===== config.mk =====
export PLATFORM = sky130hd
export DESIGN_NAME = mult_pipelined
export DESIGN_NICKNAME = d
export VERILOG_FILES = /design/src/rtl/mult_pipelined_pkg.sv /design/src/rtl/mult_pipelined_stage.sv /design/src/rtl/mult_pipelined.sv
export SDC_FILE = /design/constraint.sdc
export NUM_CORES = 1
export LEC_CHECK = 0
export ABC_AREA = 1
export CAP_MARGIN = 20
export CORE_ASPECT_RATIO = 0.75
export CORE_MARGIN = 2
export CORE_UTILIZATION = 57
export CTS_CLUSTER_SIZE = 25
export DETAILED_ROUTE_END_ITERATION = 6
export PLACE_DENSITY_LB_ADDON = 0.1
export SYNTH_ARGS = -nofsm -noshare
export SYNTH_HDL_FRONTEND = slang
export SYNTH_HIERARCHICAL = 1
export SYNTH_SLANG_ARGS = --single-unit

===== constraint.sdc =====
create_clock -name clk -period 1.5 [get_ports clk]
set_input_delay 0.225 -clock clk [delete_from_list [all_inputs] [get_ports clk]]
set_output_delay 0.225 -clock clk [all_outputs]
set_load 0.01 [all_outputs]

===== src/rtl/mult_pipelined_pkg.sv =====
// Shared signed fixed-point helpers for the Q1.(BITS-1) datapath blocks (divider, multiplier).
// Functions work on a wide container so one package serves any BITS up to FX_W.
package mult_pipelined_pkg;
  localparam int FX_W = 64;
  typedef logic [FX_W-1:0] fx_t;

  function automatic fx_t fx_max_pos(input int bits);
    return (fx_t'(1) << (bits - 1)) - fx_t'(1);
  endfunction

  function automatic fx_t fx_min_neg(input int bits);
    return fx_t'(1) << (bits - 1);
  endfunction

  function automatic fx_t fx_neg(input fx_t x);
    return ~x + fx_t'(1);
  endfunction

  // x must be sign-extended into fx_t; the magnitude of -1 (2^(bits-1)) still fits in bits.
  function automatic fx_t fx_mag(input fx_t x, input logic sgn);
    return sgn ? fx_neg(x) : x;
  endfunction
endpackage


===== src/rtl/mult_pipelined_stage.sv =====
// One shift-add stage: folds bit K-1 of |b| into the accumulator and forwards the operands.
module mult_pipelined_stage
  import mult_pipelined_pkg::*;
#(
  parameter int BITS = 8,
  parameter int K    = 1
) (
  input  logic              clk,
  input  logic              rst_n,
  input  logic [2*BITS-1:0] acc_i,
  input  logic [BITS-1:0]   mag_a_i,
  input  logic [BITS-1:0]   mag_b_i,
  input  logic              neg_i,
  input  logic              vld_i,
  output logic [2*BITS-1:0] acc_o,
  output logic [BITS-1:0]   mag_a_o,
  output logic [BITS-1:0]   mag_b_o,
  output logic              neg_o,
  output logic              vld_o
);
  logic [2*BITS-1:0] acc_d;
  logic [2*BITS-1:0] acc_q;
  logic [BITS-1:0]   mag_a_q, mag_b_q;
  logic              neg_q, vld_q;

  always_comb begin
    acc_d = acc_i;
    if (mag_b_i[K-1]) acc_d = acc_i + ({{BITS{1'b0}}, mag_a_i} << (K - 1));
  end

  // Datapath always advances; only the valid bit needs reset.
  always_ff @(posedge clk) begin
    acc_q   <= acc_d;
    mag_a_q <= mag_a_i;
    mag_b_q <= mag_b_i;
    neg_q   <= neg_i;
  end

  always_ff @(posedge clk or negedge rst_n) begin
    if (!rst_n) vld_q <= 1'b0;
    else        vld_q <= vld_i;
  end

  assign acc_o   = acc_q;
  assign mag_a_o = mag_a_q;
  assign mag_b_o = mag_b_q;
  assign neg_o   = neg_q;
  assign vld_o   = vld_q;
endmodule


===== src/rtl/mult_pipelined.sv =====
// Signed Q1.(BITS-1) pipelined multiplier: sign strip, BITS shift-add stages, truncate/saturate.
// One op per cycle, latency BITS+2 cycles from start to data_valid.
module mult_pipelined
  import mult_pipelined_pkg::*;
#(
  parameter int BITS = 8
) (
  input  logic            clk,
  input  logic            rst_n,
  input  logic            start,
  input  logic [BITS-1:0] multiplicand,
  input  logic [BITS-1:0] multiplier,
  output logic            data_valid,
  output logic            overflow,
  output logic [BITS-1:0] product
);
  logic [BITS:0][2*BITS-1:0] acc_pipe;
  logic [BITS:0][BITS-1:0]   a_pipe, b_pipe;
  logic [BITS:0]             neg_pipe, vld_pipe;

  logic [BITS-1:0] mag_a_q, mag_b_q;
  logic            neg_q, vld0_q;

  always_ff @(posedge clk) begin
    mag_a_q <= BITS'(fx_mag(fx_t'($signed(multiplicand)), multiplicand[BITS-1]));
    mag_b_q <= BITS'(fx_mag(fx_t'($signed(multiplier)), multiplier[BITS-1]));
    neg_q   <= multiplicand[BITS-1] ^ multiplier[BITS-1];
  end

  always_ff @(posedge clk or negedge rst_n) begin
    if (!rst_n) vld0_q <= 1'b0;
    else        vld0_q <= start;
  end

  assign acc_pipe[0] = '0;
  assign a_pipe[0]   = mag_a_q;
  assign b_pipe[0]   = mag_b_q;
  assign neg_pipe[0] = neg_q;
  assign vld_pipe[0] = vld0_q;

  for (genvar k = 1; k <= BITS; k++) begin : g_stage
    mult_pipelined_stage #(.BITS(BITS), .K(k)) u_stage (
      .clk     (clk),
      .rst_n   (rst_n),
      .acc_i   (acc_pipe[k-1]),
      .mag_a_i (a_pipe[k-1]),
      .mag_b_i (b_pipe[k-1]),
      .neg_i   (neg_pipe[k-1]),
      .vld_i   (vld_pipe[k-1]),
      .acc_o   (acc_pipe[k]),
      .mag_a_o (a_pipe[k]),
      .mag_b_o (b_pipe[k]),
      .neg_o   (neg_pipe[k]),
      .vld_o   (vld_pipe[k])
    );
  end

  // Magnitude product is Q2.(2*BITS-2); dropping BITS-1 LSBs truncates toward zero.
  logic [BITS:0]   m;
  fx_t             m_ext;
  logic [BITS-1:0] product_d, product_q;
  logic            overflow_d, overflow_q, data_valid_q;

  always_comb begin
    m          = acc_pipe[BITS][2*BITS-1:BITS-1];
    m_ext      = fx_t'(m);
    product_d  = product_q;
    overflow_d = overflow_q;
    if (vld_pipe[BITS]) begin
      if (!neg_pipe[BITS] && m_ext >= fx_min_neg(BITS)) begin
        product_d  = BITS'(fx_max_pos(BITS));
        overflow_d = 1'b1;
      end else begin
        product_d  = neg_pipe[BITS] ? BITS'(fx_neg(m_ext)) : m[BITS-1:0];
        overflow_d = 1'b0;
      end
    end
  end

  always_ff @(posedge clk or negedge rst_n) begin
    if (!rst_n) begin
      product_q    <= '0;
      overflow_q   <= 1'b0;
      data_valid_q <= 1'b0;
    end else begin
      product_q    <= product_d;
      overflow_q   <= overflow_d;
      data_valid_q <= vld_pipe[BITS];
    end
  end

  assign product    = product_q;
  assign overflow   = overflow_q;
  assign data_valid = data_valid_q;

  logic unused_ok;
  assign unused_ok = ^{a_pipe[BITS], b_pipe[BITS], acc_pipe[BITS][BITS-2:0]};
endmodule


After elaboration in Yosys (flattened, before gate mapping):

Cells that the tools add are included.

* register bits after elaboration: 284
* input bits: 19
* output and inout bits: 10

* add/sub/neg operators: 10
* magnitude comparators: 1
* muxes and demuxes: 12
* bitwise logic cells: 4
* reduce and logical (&&, ||, !) cells: 2

Operators with widths (number)
* $mux 16: 7
* $add 8x1->8 const B: 3
* $not 8->8: 3
* $add 16x10->16: 1
* $add 16x11->16: 1
* $add 16x12->16: 1
* $add 16x13->16: 1
* $add 16x14->16: 1
* $add 16x15->16: 1
* $add 16x9->16: 1
* $mux 8: 2
* $mux 7: 2
* $ge 9x8->1 const B: 1
* $logic_and 1x1->1: 1
* $logic_not 1->1: 1
* $mux 1: 1
* $xor 1x1->1: 1

Longest topological paths before layout:

Gate-level depths: netlist of the first run.

* word-level depth: 4
* depth in mapped cells: 12
* depth with buffers taken out: 12

Hierarchy:

Netlist of the first run, hierarchy kept.

By module, submodules not included
* mult_pipelined_stage at g_stage[1].u_stage: times used 1, cells each 196, area each 1480.2 µm², seq. area each 685.7 µm²
* mult_pipelined_stage at g_stage[2].u_stage: times used 1, cells each 176, area each 1410.1 µm², seq. area each 685.7 µm²
* mult_pipelined_stage at g_stage[3].u_stage: times used 1, cells each 170, area each 1365.1 µm², seq. area each 685.7 µm²
* mult_pipelined_stage at g_stage[4].u_stage: times used 1, cells each 166, area each 1342.5 µm², seq. area each 685.7 µm²
* mult_pipelined_stage at g_stage[6].u_stage: times used 1, cells each 153, area each 1301.2 µm², seq. area each 685.7 µm²
* mult_pipelined_stage at g_stage[5].u_stage: times used 1, cells each 146, area each 1292.5 µm², seq. area each 685.7 µm²
* mult_pipelined_stage at g_stage[7].u_stage: times used 1, cells each 141, area each 1251.2 µm², seq. area each 685.7 µm²
* mult_pipelined: times used 1, cells each 143, area each 1219.9 µm², seq. area each 615.6 µm²
* mult_pipelined_stage at g_stage[8].u_stage: times used 1, cells each 125, area each 1174.9 µm², seq. area each 685.7 µm²

Worst setup path after synthesis of the first run:

No wires, ideal clock.

* kind: reg-to-reg
* from: register g_stage[1].u_stage.acc_q[1]
* to: register g_stage[2].u_stage.acc_q[9]
* library setup time: 0.122 ns
* data arrival time: 1.464 ns
* required time: 1.378 ns
* setup slack: -0.086 ns
* cell stages (with the launch flop): 11
* path buffers: 0
* clock period less this slack: 1.586 ns
* cells stage by stage: dfxtp_1 -> ha_1 -> inv_1 -> fa_1 -> inv_1 -> nand3_1 -> nand3_1 -> nand2_1 -> nand2_1 -> nand2_1 -> xnor2_1

* word-level cells in the longest chain between the ends: 2

Ends and longest elaborated chain
* start: declaration: RTL line mult_pipelined_stage.sv:22 `logic [2*BITS-1:0] acc_q;`
* start signal: assignment: RTL line mult_pipelined_stage.sv:33 `acc_q <= acc_d;`
* $add 16x9->16: RTL line mult_pipelined_stage.sv:28 `if (mag_b_i[K-1]) acc_d = acc_i + ({{BITS{1'b0}}, mag_a_i} << (K - 1));`
* $mux 16: RTL line mult_pipelined_stage.sv:28
* via g_stage[2].u_stage.acc_d[9]: RTL line mult_pipelined_stage.sv:21 `logic [2*BITS-1:0] acc_d;`
* end signal: assignment: RTL line mult_pipelined_stage.sv:33
* end: declaration: RTL line mult_pipelined_stage.sv:22

The timed path passes the listed nets, and every way through them passes these cells.
A chain may end at the register's enable or synchronous reset.

Worst setup path in the final report of the first run:

* from: register g_stage[1].u_stage.mag_a_q[0]
* to: register g_stage[2].u_stage.acc_q[5]

* word-level cells in the longest chain between the ends: 2

Ends and longest elaborated chain
* start: declaration: RTL line mult_pipelined_stage.sv:23 `logic [BITS-1:0] mag_a_q, mag_b_q;`
* start signal: assignment: RTL line mult_pipelined_stage.sv:34 `mag_a_q <= mag_a_i;`
* $add 16x9->16: RTL line mult_pipelined_stage.sv:28
* $mux 16: RTL line mult_pipelined_stage.sv:28
* via g_stage[2].u_stage.acc_d[5]: RTL line mult_pipelined_stage.sv:21

The timed path passes the listed nets, and every way through them passes these cells.

==> metrics.md, run 1 <==
| Metric | Value |
|---|---|
| Endpoint class of the critical path | `flip-flop` |
| CP max stage delay | `0.35 ns` |
| Failing checks | `setup timing` |
| Core Region | `0.0176 mm^2` |
| Initial drt markers | `627` |
| Num ports | `29` |
| Max-slew violation count | `0` |
| Die ar. | `0.0190 mm^2` |
| 1st-pass router iterations | `5` |
| Cts hold-fix bufs | `0` |
| Worst min-delay path category | `in -> async` |
| Clk_skew | `0.00706 ns` |
| Gpl congestion | `0.886` |
| CP Launch Type | `flip-flop` |
| Synth Warn # | `6` |
| CP Buf/Inv Count | `3` |
| Clk_lat worst skew | `0.49 ns` |
| Via count | `8,327` |
| Placement-stage cell area | `0.0112 mm^2` |
| Drt wl/cell | `12.9 um` |
| Global-route wire length before repair | `35.1 mm` |
| F_max | `631 MHz` |
| Power Dens Cells | `1770 mW/mm^2` |
| H-tree lvl count | `1` |
| Crit Path Category | `reg -> reg` |
| Combinational Power Share | `39.4%` |
| Fin. Hold Viols | `0` |
| Vias/cell | `4.86` |
| Die Span Y | `120 um` |
| Final worst setup slack | `-0.0839 ns` |
| Synth Instances | `1,316` |
| Min cycle time layout | `1.58 ns` |
| Final Cycle Share | `106%` |
| Setup Viol. Count Final | `11` |
| Final #Nets | `1,550` |
| Number of fill cells | `1,349` |
| Net Sw Frac | `36.4%` |
| Post-route antenna net violation count | `0` |
| Initial antenna violation count | `1` |
| Routed Wire Length | `22.0 mm` |
| CP required | `1.87 ns` |
| Worst EP arrival | `1.95 ns` |
| Register Area | `0.00455 mm^2` |
| Max_cap viols | `0` |
| Max Fanout on Critical Path | `3` |
| Fin Hold WS | `0.0484 ns` |
| Finished layout cell area | `0.0129 mm^2` |
| Max Buffers Root-to-Sink | `3` |
| Vias in the first global route | `7,679` |
| # rows | `42` |
| Cell internal pwr | `0.0145 W` |
| Total gr overflow | `0` |
| CTS tree | `built` |
| Sink Count | `221` |
| Worst vdd ir | `0.000929 V` |
| Multi-input gate area | `0.00594 mm^2` |
| Final Core Density | `73.4%` |
| Tot GR Track Use | `22.7%` |
| Delay-heaviest family, CP | `adder cells` |
| Largest net degree at the start of global routing | `20` |
| R2R Setup Slk | `-0.08 ns` |
| CP max-delay cell | `dfxtp_2` |
| Root Driver | `clkbuf_16` |
| Clk pwr share | `24.2%` |
| Post-DP HPWL | `15.6 mm` |
| Synthesized area | `0.0102 mm^2` |
| Register clock-pin slew on the reported worst setup and hold paths | `0.07 ns` |
| Antenna Cells | `0` |
| Unrepaired setup endpoints after global routing | `true` |
| DIE WIDTH | `158 um` |
| Switching pwr | `0.00829 W` |
| Starting Density | `58.0%` |
| Post-route DRC | `0` |
| Sum Neg Setup Slack | `-0.382 ns` |
| P&R area growth vs syn | `26.6%` |
| Share of layout cells above drive strength 1 | `20.5%` |
| Syn Area/Cell | `7.73 um^2` |
| Worst-path cell chain | `ha_4 > inv_2 > fa_2 > inv_2 > nand3_4 > nand3_4 > buf_6 > xnor2_2 > o21ai_1` |
| Status | `finished with violations` |
| Leak | `6.26 nW` |
| I/O Buffers | `28` |
| Pre-CTS setup slack | `-0.120 ns` |
| Reg power frac | `36.4%` |
| Num CTS Buffers | `21` |
-- metal layers --
| layer | up-vias | wire, um | global-route usage (%) |
|---|---|---|---|
| li1 | 4402 | - | - |
| met1 | 3734 | 10900 | 32.9 |
| met2 | 162 | 9870 | 36.0 |
| met3 | 29 | 926 | 3.39 |
| met4 | 0 | 337 | 4.84 |
| met5 | - | 0 | 0 |
-- sequential cells by signal, summed over array words and instances, names as in the netlist --
name and count:
g_stage.u_stage/neg_o 8, g_stage.u_stage/mag_a_o 56, mag_b_q 8, mag_a_q 8, g_stage.u_stage/vld_o 8, g_stage.u_stage/mag_b_o 28, product 8, g_stage.u_stage/acc_o 93
data_valid 1, vld0_q 1, overflow 1, neg_q 1
-- per-stage QoR --
step | instances | power (W)
2_1_floorplan | 1361 | 0.0135
3_3_place_gp | 1658 | 0.0153
3_5_place_dp | 1658 | 0.0155
4_1_cts | 1703 | 0.0215
5_1_grt | 1713 | 0.0244
6_report | 1713 | 0.0228
-- final cells by class --
| type | count | share of cell area, % |
|---|---|---|
| repair buffers | 88 | 5.69 |
| well taps | 242 | 2.35 |
| multi-input cells | 960 | 46.1 |
| clock buffers | 26 | 4.54 |
| flip-flops and latches | 221 | 35.3 |
| inverters | 164 | 4.80 |
| clock inverters | 12 | 1.19 |
-- cells in the final DEF (no fill, tap or decap), types with 5 or more instances in the layout --
| cell type | count |
|---|---|
| nand2_1 | 416 |
| dfxtp_1 | 175 |
| inv_1 | 147 |
| nand3_1 | 87 |
| nor2_1 | 67 |
| buf_4 | 56 |
| conb_1 | 46 |
| nand2_2 | 45 |
| ha_4 | 41 |
| a21oi_1 | 36 |
| dfxtp_2 | 27 |
| ha_1 | 24 |
| nand3b_1 | 23 |
| o21ai_0 | 21 |
| clkbuf_16 | 21 |
| nand3_2 | 21 |
| o21ai_1 | 19 |
| dfrtp_1 | 19 |
| clkdlybuf4s50_1 | 18 |
| xor2_1 | 14 |
| nor2_2 | 12 |
| inv_2 | 11 |
| dlygate4sd2_1 | 10 |
| a21oi_2 | 9 |
| xnor2_1 | 9 |
| nand4_1 | 8 |
| nand3_4 | 8 |
| nor3_1 | 7 |
| fa_2 | 7 |
| nor4_1 | 6 |
| nand2_4 | 6 |
| clkinv_2 | 5 |
-- power by group through the flow --
stage / registers, W / logic (W) / clock network, W
finish: 0.00829 / 0.00898 / 0.00551
global route: 0.00843 / 0.0101 / 0.00587
CTS: 0.00806 / 0.00784 / 0.00563
detailed placement: 0.00807 / 0.00743 / 0
global placement: 0.00808 / 0.00726 / 0
floorplan: 0.00785 / 0.00563 / 0
-- final timing paths --
kind / end / startpoint / cells past startpoint
worst max-delay path: g_stage[2].u_stage/acc_o[5] / g_stage[1].u_stage/mag_a_o[0] / 9
worst min-delay path: overflow / rst_n / 2
worst max register to register: g_stage[2].u_stage/acc_o[5] / g_stage[1].u_stage/mag_a_o[0] / 9
worst min register to register: g_stage[3].u_stage/mag_b_o[6] / g_stage[2].u_stage/mag_b_o[6] / 0
max in group asynchronous: g_stage[2].u_stage/vld_o / rst_n / 2
min in group clk: vld0_q / start / 1
-- what timing repair did --
action	4_1_cts	5_1_grt
pin swaps	27	34
setup buffers	7	10
setup endpoints to repair	41	54
gates resized for setup	72	106
(Power assumes the default switching activity.)
==> inputs of run 2 (changes only) <==
--- a/config.mk
+++ b/config.mk
@@ -10,9 +10,9 @@
 export CORE_ASPECT_RATIO = 0.75
 export CORE_MARGIN = 2
 export CORE_UTILIZATION = 57
-export CTS_CLUSTER_SIZE = 25
+export CTS_CLUSTER_SIZE = 30
 export DETAILED_ROUTE_END_ITERATION = 6
-export PLACE_DENSITY_LB_ADDON = 0.1
+export PLACE_DENSITY = 0.77
 export SYNTH_ARGS = -nofsm -noshare
 export SYNTH_HDL_FRONTEND = slang
 export SYNTH_HIERARCHICAL = 1
==> metrics.md, run 2 (synthesis results as in run 1) <==
| Metric | Value |
|---|---|
| Status | `finished with violations` |
| Failing checks | `DRC, setup timing` |
| 1st-pass router iterations | `7` |
| Crit Path Category | `reg -> reg` |
| CP Launch Type | `flip-flop` |
| R2R cell count | `11` |
| Worst-margin pin slew | `0.513 ns` |
| Switching pwr | `0.00869 W` |
| Final worst setup slack | `-0.0876 ns` |
| Register clock-pin slew on the reported worst setup and hold paths | `0.07 ns` |
| Post-route antenna net violation count | `0` |
| Post-DP HPWL | `16.0 mm` |
| Unrepaired setup endpoints after global routing | `true` |
| Drt wl/cell | `13.5 um` |
| Global-route wire length before repair | `36.9 mm` |
| Max Buffers Root-to-Sink | `3` |
| Leak | `6.31 nW` |
| Number of fill cells | `1,315` |
| DIE WIDTH | `158 um` |
| Gpl congestion | `0.903` |
| Final #Nets | `1,553` |
| Endpoint class of the critical path | `flip-flop` |
| Vias/cell | `5.09` |
| Clk pwr share | `24.5%` |
| Initial drt markers | `649` |
| Min cycle time layout | `1.59 ns` |
| P&R area growth vs syn | `27.8%` |
| Clk_lat worst skew | `0.51 ns` |
| Net Sw Frac | `37.1%` |
| Worst path most repeated cell | `nand2_1` |
| Slew headroom | `65.5%` |
| Tot GR Track Use | `23.7%` |
| Combinational Power Share | `40.0%` |
| H-tree lvl count | `1` |
| Vias in the first global route | `8,071` |
| CTS tree | `built` |
| Power Dens Cells | `1800 mW/mm^2` |
| Die Span Y | `120 um` |
| Worst min-delay path category | `in -> async` |
| Tot Pwr | `0.0234 W` |
| Antenna Cells | `0` |
| Via count | `8,729` |
| Worst reg2reg path startpoint | `g_stage[5].u_stage/acc_o[5]` |
| CP required | `1.90 ns` |
| # rows | `42` |
| Placement-stage cell area | `0.0112 mm^2` |
| Largest net degree at the start of global routing | `20` |
| Num ports | `29` |
| Routed Wire Length | `23.1 mm` |
| Max reg flops | `93` |
| Core Region | `0.0176 mm^2` |
| Sink Count | `221` |
| Delay-heaviest family, CP | `adder cells` |
| R2R Setup Slk | `-0.09 ns` |
| Fin Hold WS | `0.0403 ns` |
| Root Driver | `clkbuf_16` |
| Finished layout cell area | `0.0130 mm^2` |
| Max Fanout on Critical Path | `4` |
| Num CTS Buffers | `22` |
| Final Core Density | `74.1%` |
| Total gr overflow | `0` |
| I/O Buffers | `28` |
| F_max | `630 MHz` |
| Cts hold-fix bufs | `0` |
| Most frequent cells in the layout | `412 x nand2_1, 171 x dfxtp_1, 147 x inv_1` |
| Setup Viol. Count Final | `16` |
| Starting Density | `58.0%` |
| Cell internal pwr | `0.0147 W` |
| Most common cell after layout, fill and taps aside | `nand2_1` |
| CP max stage delay | `0.35 ns` |
| Reg power frac | `35.5%` |
| Final Cycle Share | `106%` |
| Max_cap viols | `0` |
| Worst EP arrival | `1.99 ns` |
| Post-route DRC | `1` |
| R2R Path End | `g_stage[6].u_stage/acc_o[15]` |
| Die ar. | `0.0190 mm^2` |
| Worst-path cell chain | `ha_4 > inv_2 > fa_2 > inv_2 > nand2_2 > nand2_2 > nand2_4 > o21ai_4 > nand2_1 > nand2_1 > nand2_1` |
| CP max-delay cell | `dfxtp_2` |
| Clk_skew | `0.0162 ns` |
| Initial antenna violation count | `0` |
| Share of layout cells above drive strength 1 | `21.2%` |
| Fin. Hold Viols | `0` |
| Worst vdd ir | `0.00115 V` |
| CP Buf/Inv Count | `2` |
| Max-slew violation count | `0` |
==> run 2: cell count changes in the layout (fill, tap and decap cells not counted), moves of 3 or more <==
cell,change
clkinv_2,-3
buf_6,+3
nand2_1,-4
nand2_4,+3
clkbuf_16,+3
dfxtp_1,-4
dfxtp_2,+3
==> run 2: power by group through the flow <==
stage                     combinational (W)  sequential, W  clock (W)
after CTS                           0.00785        0.00807    0.00585
after global routing                 0.0104        0.00846    0.00609
after global placement              0.00728        0.00807          0
after floorplan                     0.00563        0.00785          0
after detailed placement            0.00751        0.00809          0
final                               0.00936        0.00832    0.00575
==> run 2: layout make-up <==
class                   instances  area (um^2)  share of cell area (%)
clock buffers                  29          639                    4.91
clock inverters                10          138                    1.06
inverters                     164          618                    4.75
multi-input cells             960         5990                    46.1
flip-flops and latches        221         4560                    35.1
well taps                     242          303                    2.33
repair buffers                 90          759                    5.84
==> run 2: through the flow <==
stage / cells / setup WS, ns / setup TNS (ns)
floorplan: 1361 / -0.000455 / -0.000455
global placement: 1659 / -0.0610 / -0.596
detailed placement: 1659 / -0.134 / -1.90
CTS: 1706 / -0.0549 / -0.248
global route: 1716 / -0.202 / -2.32
finish: 1716 / -0.0876 / -0.518
==> run 2: what timing repair did <==
item / CTS / global route
resized for setup: 67 / 135
setup endpoints to repair: 41 / 52
setup buffers: 8 / 10
pin swaps: 25 / 57
==> run 2: per-layer routing <==
layer  track usage (%)  routed length, um
met1              33.0              10600
met2              39.1              10800
met4              5.07                528
met3              3.86               1230
met5                 0                  0
==> run 2: worst max path at each step <==
stage | start | endpoint | slack, ns | cells past startpoint
after floorplan | g_stage[5].u_stage/mag_a_o[0] | g_stage[6].u_stage/acc_o[15] | -0.0005 | 11
after global placement | g_stage[4].u_stage/mag_a_o[0] | g_stage[5].u_stage/acc_o[12] | -0.06 | 9
after detailed placement | g_stage[4].u_stage/mag_a_o[0] | g_stage[5].u_stage/acc_o[14] | -0.13 | 9
after CTS | g_stage[4].u_stage/mag_a_o[0] | g_stage[5].u_stage/acc_o[14] | -0.05 | 9
after global routing | g_stage[5].u_stage/acc_o[5] | g_stage[6].u_stage/acc_o[15] | -0.20 | 11
final | g_stage[5].u_stage/acc_o[5] | g_stage[6].u_stage/acc_o[15] | -0.09 | 11
==> inputs of run 3 (changes only) <==
--- a/config.mk
+++ b/config.mk
@@ -9,10 +9,10 @@
 export CAP_MARGIN = 20
 export CORE_ASPECT_RATIO = 0.75
 export CORE_MARGIN = 2
-export CORE_UTILIZATION = 57
+export CORE_UTILIZATION = 65
 export CTS_CLUSTER_SIZE = 30
 export DETAILED_ROUTE_END_ITERATION = 6
-export PLACE_DENSITY = 0.77
+export PLACE_DENSITY = 0.83
 export SYNTH_ARGS = -nofsm -noshare
 export SYNTH_HDL_FRONTEND = slang
 export SYNTH_HIERARCHICAL = 1
==> constraint.sdc (replaced) <==
create_clock -name clk -period 2.1 [get_ports clk]
set_input_delay 0.315 -clock clk [delete_from_list [all_inputs] [get_ports clk]]
set_output_delay 0.315 -clock clk [all_outputs]
set_load 0.01 [all_outputs]
==> metrics.md, run 3 (synthesis results as in run 1) <==
| Metric | Value |
|---|---|
| R2R Setup Slk | `0.22 ns` |
| Antenna Cells | `0` |
| Sum Neg Setup Slack | `0 ns` |
| Placement-stage cell area | `0.0108 mm^2` |
| Gpl congestion | `0.914` |
| # rows | `39` |
| Fin. Hold Viols | `0` |
| Max-slew violation count | `0` |
| Most frequent cells in the layout | `442 x nand2_1, 202 x dfxtp_1, 154 x inv_1` |
| Worst EP arrival | `2.27 ns` |
| Share of layout cells above drive strength 1 | `7.88%` |
| Multi-input gate area | `0.00510 mm^2` |
| F_max | `532 MHz` |
| Max reg flops | `93` |
| Initial drt markers | `688` |
| Crit Path Category | `reg -> reg` |
| Most common cell after layout, fill and taps aside | `nand2_1` |
| Routed Wire Length | `21.0 mm` |
| Number of fill cells | `1,065` |
| DIE WIDTH | `148 um` |
| Setup Viol. Count Final | `0` |
| Leak | `5.97 nW` |
| Postcts setup bufs | `0` |
| R2R cell count | `10` |
| Via count | `8,163` |
| Register Area | `0.00452 mm^2` |
| Total gr overflow | `0` |
| Vias/cell | `5.02` |
| P&R area growth vs syn | `14.4%` |
| Worst min-delay path category | `in -> async` |
| Sink Count | `221` |
| Worst reg2reg path startpoint | `g_stage[1].u_stage/mag_a_o[0]` |
| Status | `complete, no violations` |
| CP Launch Type | `flip-flop` |
| Drt wl/cell | `12.9 um` |
| Tot GR Track Use | `26.2%` |
| Final Cycle Share | `89.6%` |
| Initial antenna violation count | `0` |
| Core Region | `0.0153 mm^2` |
| Endpoint class of the critical path | `flip-flop` |
| CP required | `2.49 ns` |
| Vias in the first global route | `7,767` |
| Clk_skew | `0.00751 ns` |
| R2R Path End | `g_stage[2].u_stage/acc_o[9]` |
| Post-route antenna net violation count | `0` |
| Root Driver | `clkbuf_16` |
| I/O Buffers | `28` |
| Max_cap viols | `0` |
| Post-route DRC | `0` |
| Final #Nets | `1,499` |
| Crit path launch | `g_stage[1].u_stage/mag_a_o[0]` |
| Post-DP HPWL | `15.5 mm` |
| Die Span Y | `112 um` |
| Max Fanout on Critical Path | `4` |
| Finished layout cell area | `0.0116 mm^2` |
| Cts hold-fix bufs | `0` |
| Die ar. | `0.0167 mm^2` |
| Clk_lat worst skew | `0.50 ns` |
| Global-route wire length before repair | `35.9 mm` |
| Num CTS Buffers | `22` |
| Num ports | `29` |
| Register clock-pin slew on the reported worst setup and hold paths | `0.06 ns` |
| Post_cts resized | `0` |
| Worst vdd ir | `0.000997 V` |
| Power Dens Cells | `1310 mW/mm^2` |
| CTS tree | `built` |
| Largest net degree at the start of global routing | `20` |
| Unrepaired setup endpoints after global routing | `false` |
| Starting Density | `66.6%` |
| Min cycle time layout | `1.88 ns` |
| 1st-pass router iterations | `5` |
| Max Buffers Root-to-Sink | `3` |
| H-tree lvl count | `1` |
==> run 3: worst max path at each step <==
stage,end,slack (ns),cells after the start
after global routing,g_stage[2].u_stage/acc_o[9],0.1,10
after detailed placement,g_stage[2].u_stage/acc_o[9],0.34,10
after floorplan,g_stage[2].u_stage/acc_o[9],0.53,10
after CTS,g_stage[2].u_stage/acc_o[9],0.25,10
after global placement,g_stage[5].u_stage/acc_o[14],0.41,9
final,g_stage[2].u_stage/acc_o[9],0.22,10
==> run 3: per-layer routing <==
layer / vias to the layer above / routed length (um) / GRT usage [%]
li1: 4297 / - / -
met2: 206 / 9360 / 42.3
met5: - / 0 / 0
met4: 0 / 480 / 8.19
met3: 45 / 915 / 3.90
met1: 3615 / 10200 / 36.7
==> run 3: stage by stage <==
stage	hold WS [ns]	setup slack [ns]	total power (W)	instances	util, %
6_report	0.134	0.219	0.0152	1626	76.3
5_1_grt	0.163	0.0980	0.0163	1626	76.3
4_1_cts	0.126	0.254	0.0152	1626	76.3
3_5_place_dp	0.312	0.336	0.0109	1586	70.9
3_3_place_gp	0.310	0.413	0.0107	1586	70.9
2_1_floorplan	0.0194	0.528	0.00960	1361	-
==> run 3: area by class of cell <==
cell class / instances / share of cell area [%]
multi-input cells: 960 / 43.8
flip-flops and latches: 221 / 38.8
clock buffers: 29 / 5.47
inverters: 164 / 5.31
repair buffers: 36 / 2.92
well taps: 205 / 2.20
clock inverters: 11 / 1.51
==> run 3: where the power goes <==
| part | switching, W | internal, W |
|---|---|---|
| Clock | 0.00161 | 0.00264 |
| Combinational | 0.00322 | 0.00204 |
| Sequential | 0.000623 | 0.00510 |
==> run 3: critical path, cell delays in order (launching register included) <==
cell and delay [ns]:
dfxtp_1 0.33, ha_1 0.19, inv_1 0.06, fa_1 0.37, inv_1 0.14, nand3_1 0.12, nand3_1 0.17, nand2_1 0.07
nand2_1 0.11, nand2_1 0.07, xnor2_1 0.12
